<file path="src/rtl/id_stage.sv">
// Instruction decode: field split, 32x32 register file, EX/MEM/WB operand forwarding.
// Latency: one edge from accept to the registered EX outputs.
// Backpressure: ir_ready drops for one cycle on a load-use hazard; a bubble is issued instead.
module id_stage (
  input  logic        clk,
  input  logic        rst,
  input  logic [31:0] ir,
  input  logic        ir_valid,
  output logic        ir_ready,
  input  logic [31:0] alu_rslt,
  input  logic [31:0] mem_fwd_data,
  input  logic        wb_wen,
  input  logic [4:0]  wb_dst,
  input  logic [31:0] wb_data,
  output logic [5:0]  opcode,
  output logic [5:0]  funct,
  output logic [4:0]  shamt,
  output logic [15:0] imm,
  output logic [31:0] rrs,
  output logic [31:0] rrt,
  output logic        out_valid,
  output logic [4:0]  dst,
  output logic        wen,
  output logic        is_load,
  output logic        is_store,
  output logic        ill
);

  localparam logic [5:0] OP_RTYPE = 6'h00;
  localparam logic [5:0] OP_ADDI  = 6'h08;
  localparam logic [5:0] OP_ADDIU = 6'h09;
  localparam logic [5:0] OP_SLTI  = 6'h0A;
  localparam logic [5:0] OP_SLTIU = 6'h0B;
  localparam logic [5:0] OP_ANDI  = 6'h0C;
  localparam logic [5:0] OP_ORI   = 6'h0D;
  localparam logic [5:0] OP_XORI  = 6'h0E;
  localparam logic [5:0] OP_LW    = 6'h23;
  localparam logic [5:0] OP_SW    = 6'h2B;

  localparam logic [5:0] FN_SLL  = 6'h00;
  localparam logic [5:0] FN_SRL  = 6'h02;
  localparam logic [5:0] FN_ADD  = 6'h20;
  localparam logic [5:0] FN_ADDU = 6'h21;
  localparam logic [5:0] FN_SUB  = 6'h22;
  localparam logic [5:0] FN_SUBU = 6'h23;
  localparam logic [5:0] FN_AND  = 6'h24;
  localparam logic [5:0] FN_OR   = 6'h25;
  localparam logic [5:0] FN_XOR  = 6'h26;
  localparam logic [5:0] FN_NOR  = 6'h27;
  localparam logic [5:0] FN_SLT  = 6'h2A;
  localparam logic [5:0] FN_SLTU = 6'h2B;

  logic [5:0]  op_d;
  logic [5:0]  fn_d;
  logic [4:0]  rs_a;
  logic [4:0]  rt_a;
  logic [4:0]  rd_a;

  logic        legal;
  logic        reads_rs;
  logic        reads_rt;
  logic        dec_wen;
  logic [4:0]  dec_dst;
  logic        dec_load;
  logic        dec_store;

  logic        stall;
  logic        take;
  logic [31:0] rs_val;
  logic [31:0] rt_val;

  logic [31:0] regs [32];

  // Producer of the value two stages back, kept for MEM forwarding.
  logic [4:0]  mem_dst;
  logic        mem_wen;
  logic        mem_valid;

  assign op_d = ir[31:26];
  assign fn_d = ir[5:0];
  assign rs_a = ir[25:21];
  assign rt_a = ir[20:16];
  assign rd_a = ir[15:11];

  // Decode: legality, which sources are really read, destination and memory kind.
  always_comb begin
    legal     = 1'b0;
    reads_rs  = 1'b0;
    reads_rt  = 1'b0;
    dec_wen   = 1'b0;
    dec_dst   = rt_a;
    dec_load  = 1'b0;
    dec_store = 1'b0;
    case (op_d)
      OP_RTYPE: begin
        case (fn_d)
          FN_ADD, FN_ADDU, FN_SUB, FN_SUBU, FN_AND, FN_OR,
          FN_XOR, FN_NOR, FN_SLT, FN_SLTU: begin
            legal    = 1'b1;
            reads_rs = 1'b1;
            reads_rt = 1'b1;
            dec_wen  = 1'b1;
            dec_dst  = rd_a;
          end
          FN_SLL, FN_SRL: begin
            legal    = 1'b1;
            reads_rt = 1'b1;
            dec_wen  = 1'b1;
            dec_dst  = rd_a;
          end
          default: ;
        endcase
      end
      OP_ADDI, OP_ADDIU, OP_SLTI, OP_SLTIU, OP_ANDI, OP_ORI, OP_XORI: begin
        legal    = 1'b1;
        reads_rs = 1'b1;
        dec_wen  = 1'b1;
      end
      OP_LW: begin
        legal    = 1'b1;
        reads_rs = 1'b1;
        dec_wen  = 1'b1;
        dec_load = 1'b1;
      end
      OP_SW: begin
        legal     = 1'b1;
        reads_rs  = 1'b1;
        reads_rt  = 1'b1;
        dec_store = 1'b1;
      end
      default: ;
    endcase
    // Writes to $0 are dropped so nothing downstream forwards them.
    if (dec_dst == 5'd0) dec_wen = 1'b0;
  end

  // Load-use hazard: the load in EX has no data until MEM, so hold fetch one cycle.
  always_comb begin
    stall = ir_valid && out_valid && is_load && (dst != 5'd0) &&
            ((reads_rs && (rs_a == dst)) || (reads_rt && (rt_a == dst)));
  end

  assign ir_ready = !stall;
  assign take     = ir_valid && ir_ready;

  // Operand select: youngest producer first (EX, then MEM, then WB bypass, then regfile).
  always_comb begin
    if (rs_a == 5'd0)                                rs_val = 32'd0;
    else if (out_valid && wen && (dst == rs_a))      rs_val = alu_rslt;
    else if (mem_valid && mem_wen && (mem_dst == rs_a)) rs_val = mem_fwd_data;
    else if (wb_wen && (wb_dst == rs_a))             rs_val = wb_data;
    else                                             rs_val = regs[rs_a];

    if (rt_a == 5'd0)                                rt_val = 32'd0;
    else if (out_valid && wen && (dst == rt_a))      rt_val = alu_rslt;
    else if (mem_valid && mem_wen && (mem_dst == rt_a)) rt_val = mem_fwd_data;
    else if (wb_wen && (wb_dst == rt_a))             rt_val = wb_data;
    else                                             rt_val = regs[rt_a];
  end

  // Register file: cleared on reset, written from WB; $0 is never stored.
  always_ff @(posedge clk) begin
    if (rst) begin
      for (int i = 0; i < 32; i++) regs[i] <= 32'd0;
    end else if (wb_wen && (wb_dst != 5'd0)) begin
      regs[wb_dst] <= wb_data;
    end
  end

  // EX output register and MEM tracking; stalls and illegal ops issue as bubbles.
  always_ff @(posedge clk) begin
    if (rst) begin
      opcode    <= '0;
      funct     <= '0;
      shamt     <= '0;
      imm       <= '0;
      rrs       <= '0;
      rrt       <= '0;
      out_valid <= 1'b0;
      dst       <= '0;
      wen       <= 1'b0;
      is_load   <= 1'b0;
      is_store  <= 1'b0;
      ill       <= 1'b0;
      mem_dst   <= '0;
      mem_wen   <= 1'b0;
      mem_valid <= 1'b0;
    end else begin
      opcode    <= ir[31:26];
      funct     <= ir[5:0];
      shamt     <= ir[10:6];
      imm       <= ir[15:0];
      rrs       <= rs_val;
      rrt       <= rt_val;
      out_valid <= take && legal;
      dst       <= dec_dst;
      wen       <= take && legal && dec_wen;
      is_load   <= take && legal && dec_load;
      is_store  <= take && legal && dec_store;
      ill       <= take && !legal;
      mem_dst   <= dst;
      mem_wen   <= wen;
      mem_valid <= out_valid;
    end
  end

endmodule
</file>
<file path="config.mk">
export PLATFORM = sky130hd
export DESIGN_NAME = id_stage
export DESIGN_NICKNAME = d
export VERILOG_FILES = /design/src/rtl/id_stage.sv
export SDC_FILE = /design/constraint.sdc
export NUM_CORES = 2
export LEC_CHECK = 0
export BUFFER_PORTS_ARGS = -buffer_cell sky130_fd_sc_hd__buf_4
export CAP_MARGIN = 20
export CELL_PAD_IN_SITES_DETAIL_PLACEMENT = 0
export CELL_PAD_IN_SITES_GLOBAL_PLACEMENT = 1
export CORE_ASPECT_RATIO = 0.7
export CORE_MARGIN = 2
export CORE_UTILIZATION = 48
export CTS_BUF_LIST = sky130_fd_sc_hd__clkbuf_8
export CTS_CLUSTER_SIZE = 25
export DETAILED_ROUTE_END_ITERATION = 12
export GPL_TIMING_DRIVEN = 0
export HOLD_SLACK_MARGIN = 0.05
export PLACE_DENSITY_LB_ADDON = 0.15
export SLEW_MARGIN = 15
export SYNTH_ARGS = -nofsm -noshare
export SYNTH_HDL_FRONTEND = slang
export SYNTH_SLANG_ARGS = --single-unit
</file>
<file path="constraint.sdc">
create_clock -name clk -period 4.41 [get_ports clk]
set_input_delay 0.441 -clock clk [delete_from_list [all_inputs] [get_ports clk]]
set_output_delay 0.441 -clock clk [all_outputs]
set_load 0.02 [all_outputs]
</file>
After elaboration in Yosys (flattened, before gate mapping)
Memories as Yosys holds them, arrays and structs flattened.
Index checks and enable logic that the tools add are counted.
Storage, ports and cells
  register bits: 114
  bits in writable memories: 1024
  bits of input ports: 137
  output and inout bits: 108
  word-level logic and storage cells: 107
  memories: 1
Cells by class
  eq/ne operators: 28
  mux-type cells: 25
  reduce and logical (&&, ||, !) cells: 38
Memory list
  regs: depth 32, width 32, read ports 2, clocked after Yosys merged registers in 0, write ports 32, RTL line 72  | logic [31:0] regs [32];
Operators by type and width (number)
  32-bit two-way mux: 7
  6-bit == test, second input constant: 12
  6-bit by 4-bit == test with 1-bit output, second input constant: 7
  5-bit == test: 8
  32-bit OR reduction: 1
  1-bit logical AND: 21
  5-bit logical NOT: 3
  5-bit two-way mux: 3
  6-bit logical NOT: 2
  12-bit OR reduction: 1
  1-bit two-way mux: 11
  5-bit nonzero test: 2
  10-bit OR reduction: 1
  9-bit OR reduction: 1
  1-bit one-hot mux with 2 select lines: 4
  8-bit OR reduction: 1
  6-bit by 2-bit == test with 1-bit output, second input constant: 1
  2-bit OR reduction: 2
  1-bit logical NOT: 2
  1-bit logical OR: 1

Longest topological paths before layout
  depth in word-level cells: 11
  mapped depth: 10
  mapped depth without buffers: 6

Least setup slack after synthesis
Ideal clock, no wire load.
  kind: input port to flip-flop
  start: in wb_dst[2]
  end: mem regs[24][0] (enable)
  setup time: 466 ps
  data arrival time: 3606 ps
  required time: 3944 ps
  setup slack: 339 ps
  stages on the path: 6
  path buffers: 3
  cells stage by stage: buf_2 > or3_1 > clkbuf_1 > nand4bb_1 > buf_2 > o21ai_0
RTL lines
  from (decl): RTL line 13  | input logic [4:0] wb_dst,
  to (decl): RTL line 72

Final worst setup path
  start: reg mem_dst[2]
  end: reg rrt[16]
Between the ends
  cells in the longest elaborated chain, start to end: 4
RTL lines
  from (decl): RTL line 75  | logic [4:0] mem_dst;
  from (signal assigned): RTL line 201  | mem_dst <= dst;
  5-bit == test: RTL line 156  | else if (mem_valid && mem_wen && (mem_dst == rt_a)) rt_val = mem_fwd_data;
  1-bit logical AND: RTL line 156
  32-bit two-way mux: RTL line 156
  32-bit two-way mux: RTL line 155  | else if (out_valid && wen && (dst == rt_a)) rt_val = alu_rslt;
  to (signal assigned): RTL line 194  | rrt <= rt_val;
  to (decl): RTL line 20  | output logic [31:0] rrt,
Every way passes these cells.
A chain may end at the register's enable or synchronous reset.

==> impl_metrics.env <==
export IMPL_status="finished clean"
export IMPL_grt_ovfl_total=0
export IMPL_drive_gt1_share_pct=23.36
export IMPL_die_w_um=423.2
export IMPL_end_kind="flop"
export IMPL_fin_total_pwr_mw=25.55
export IMPL_io_buffers=234
export IMPL_routedWlPerCell_um=39.69
export IMPL_grt_pass1_wl_um=352000
export IMPL_ys_ff_latch=1127
export IMPL_r2r_slack_ns=0.21
export IMPL_grt_max_degree=33
export IMPL_switching_share_pct=28.50
export IMPL_grt_pass1_vias=42730
export IMPL_synthArstFlopShare_pct=0
export IMPL_cts_root_buffer="clkbuf_8"
export IMPL_core_rowCount=107
export IMPL_post_cts_buffers=0
export IMPL_post_route_drc_count=0
export IMPL_ant_nets=0
export IMPL_ios=245
export IMPL_fin_tns_setup_ns=0
export IMPL_yosysSeqAreaShare_pct=55.58
export IMPL_regToRegStartpoint="mem_dst[2]"
export IMPL_max_slew_margin_rel_pct=10.47
export IMPL_vias=45120
export IMPL_clock_latency_ns=0.96
export IMPL_post_synth_num_cell_types=60
export IMPL_ys_warnings_count=0
export IMPL_die_area_sq_um=125900
export IMPL_p_per_area_nw_per_um2=368.3
export IMPL_syn_cell_area_sq_um=59040
export IMPL_irDropWorstVdd_v=0.0003069
export IMPL_min_delay_start="mem_fwd_data[11]"
export IMPL_cts_buffers_inserted=181
export IMPL_drv_slew=0
export IMPL_final_min_clock_period_ns=4.199
export IMPL_synth_edf_count=1024
export IMPL_dr_pass1_iters=6
export IMPL_setup_viol_count_final=0
export IMPL_path_clk_slew_ns=0.06
export IMPL_nFillCells=9988
export IMPL_antenna_found_initial=8
export IMPL_cellLeakagePower_nw=24.85
export IMPL_synth_cells=4202
export IMPL_fmax_mhz=238.1
export IMPL_cts_tree="built"
export IMPL_drt_wl_total_um=263900
export IMPL_cp_arrival_ns=5.09
export IMPL_syn_to_final_growth_pct=17.54
export IMPL_p_sw_mw=7.282
export IMPL_hold_violations=0
export IMPL_nNetsFinal=4991
export IMPL_seqPwrFrac_pct=49.2
export IMPL_mostFrequentLayoutCells="edfxtp_1, and2_1, mux4_2"
export IMPL_final_common_cell="edfxtp_1"
export IMPL_ctsResizeCount=0
export IMPL_min_path_type="in -> reg"
export IMPL_worst_slew_pin_slew_ns=1.343
export IMPL_internal_power_mw=18.27
export IMPL_track_usage_pct=41.38
export IMPL_clock_sinks=1127
export IMPL_hpwl_um=196800
export IMPL_start_util_pct=48.46
export IMPL_htreeDepth=4
export IMPL_clk_path_buf_depth=3
export IMPL_vias_per_cell=6.785
export IMPL_whs_ns=0.1406
export IMPL_timing_final_crit_share_pct=95.22
export IMPL_drtIter0Drc=8752
export IMPL_cp_start_kind="flop"
export IMPL_die_y_um=297.4
export IMPL_clockPowerShare_pct=35.6
export IMPL_drv_cap=0
export IMPL_required_ns=5.30
export IMPL_clock_skew_ns=0.03855
export IMPL_synth_main_ff_cell="edfxtp_1"
export IMPL_worst_setup_path_type="reg -> reg"
export IMPL_comb_power_share_pct=15.2
export IMPL_cp_max_fo=10
export IMPL_rsz0062_at_grt="no"
export IMPL_core_area_sq_um=121800
export IMPL_syn_avg_cell_area_sq_um=14.05
export IMPL_crit_start="mem_dst[2]"
export IMPL_place_congestion=1.026
[power by group through the flow]
stage,logic (mW),clock network (mW),registers (mW)
final,3.87,9.11,12.6
after detailed placement,3.60,0,12.8
after global placement,3.45,0,12.8
after floorplan,1.80,0,12.8
after CTS,3.72,9.05,12.6
after global routing,3.88,9.46,12.6
[final timing paths]
| check | depth (start not counted) | to |
|---|---|---|
| setup / recovery | 9 | rrt[16] |
| hold reg to reg | 1 | mem_wen |
| setup reg to reg | 9 | rrt[16] |
| hold / removal | 4 | rrs[11] |
[layout make-up]
class	count	area [sq um]	share of cell area [%]
Sequential cell	1127	32810	47.28
Multi-Input combinational cell	2641	24500	35.30
Timing Repair Buffer	438	4305	6.204
Clock buffer	204	2808	4.046
Buffer	460	2212	3.188
Tap cell	1635	2046	2.948
Clock inverter	126	659.4	0.9502
Antenna cell	14	35.03	0.05049
Inverter	5	18.77	0.02705
[per-stage QoR]
step | cell area [sq um] | utilization (%) | setup WS [ns] | instances
floorplan | 59150 | - | 0.3385 | 4233
finish | 69390 | 56.96 | 0.2107 | 6650
global route | 69360 | 56.93 | 0.2745 | 6638
detailed placement | 64340 | 52.81 | 0.3452 | 6152
global placement | 62960 | 51.68 | -3.201 | 6102
CTS | 69310 | 56.89 | 0.5376 | 6632
[cells by family (layout without fill, tap and decap cells)]
group           count (synthesis)  after routing  share of synthesized area [%]
compound gates                612            612                          7.503
xor+xnor                       30             30                         0.4451
buf+inv                       465           1233                          3.732
flops                        1127           1127                          55.58
mux                           609            609                          19.32
other cells                     1             46                       0.006352
simple gates                 1358           1358                          13.42
[cell usage after synthesis, drive strengths merged, types with 15 or more instances]
| cell type | count | share of area [%] |
|---|---|---|
| mux4 | 424 | 16 |
| and2 | 996 | 11 |
| o22ai | 77 | 0.82 |
| o221ai | 61 | 0.90 |
| o21ai | 94 | 0.80 |
| clkbuf | 291 | 1.9 |
| buf | 169 | 1.9 |
| a221o | 31 | 0.53 |
| nand2 | 136 | 0.86 |
| edfxtp | 1024 | 52 |
| a21oi | 75 | 0.64 |
| xnor2 | 22 | 0.33 |
| a2111oi | 31 | 0.56 |
| a211oi | 46 | 0.59 |
| mux2i | 183 | 3.1 |
| nor2 | 99 | 0.63 |
| a22oi | 104 | 1.3 |
| nor2b | 39 | 0.41 |
| o2111ai | 45 | 0.67 |
| dfxtp | 103 | 3.5 |
| and3 | 18 | 0.19 |
| nand4 | 15 | 0.16 |
[timing repair]
action                                  CTS  global route
endpoints found under the hold margin   124             0
endpoints found under the setup margin    0             0
hold buffers                            150             0
[per-layer routing]
metal / vias up / part of all wire, % / GRT usage [%] / routed length, um
li1: 17490 / - / - / -
met5: - / 0.014 / 0 / 36
met2: 4110 / 40 / 55.52 / 105700
met3: 751 / 15 / 14.20 / 40150
met1: 22770 / 37 / 57.33 / 98580
met4: 6 / 7.4 / 26.01 / 19490
[state kept, by name (all words and copies together) (netlist names)]
name	count
shamt	4
mem_valid	1
is_store	1
funct	5
wen	1
regs	1024
mem_dst	5
is_load	1
ill	1
imm	7
out_valid	1
opcode	6
mem_wen	1
dst	5
rrs	32
rrt	32
[critical path: stages, from the launching register on]
cell           delay, ns
dfxtp_1             0.44
xnor2_1             0.14
nand4_1             0.21
nor2_1              0.90
clkbuf_1            0.79
a221o_1             0.27
o21ai_0             0.07
dlygate4sd3_1       0.60
a21oi_1             0.13
dlygate4sd3_1       0.56
Note: power is estimated with default switching activity, not from simulation.
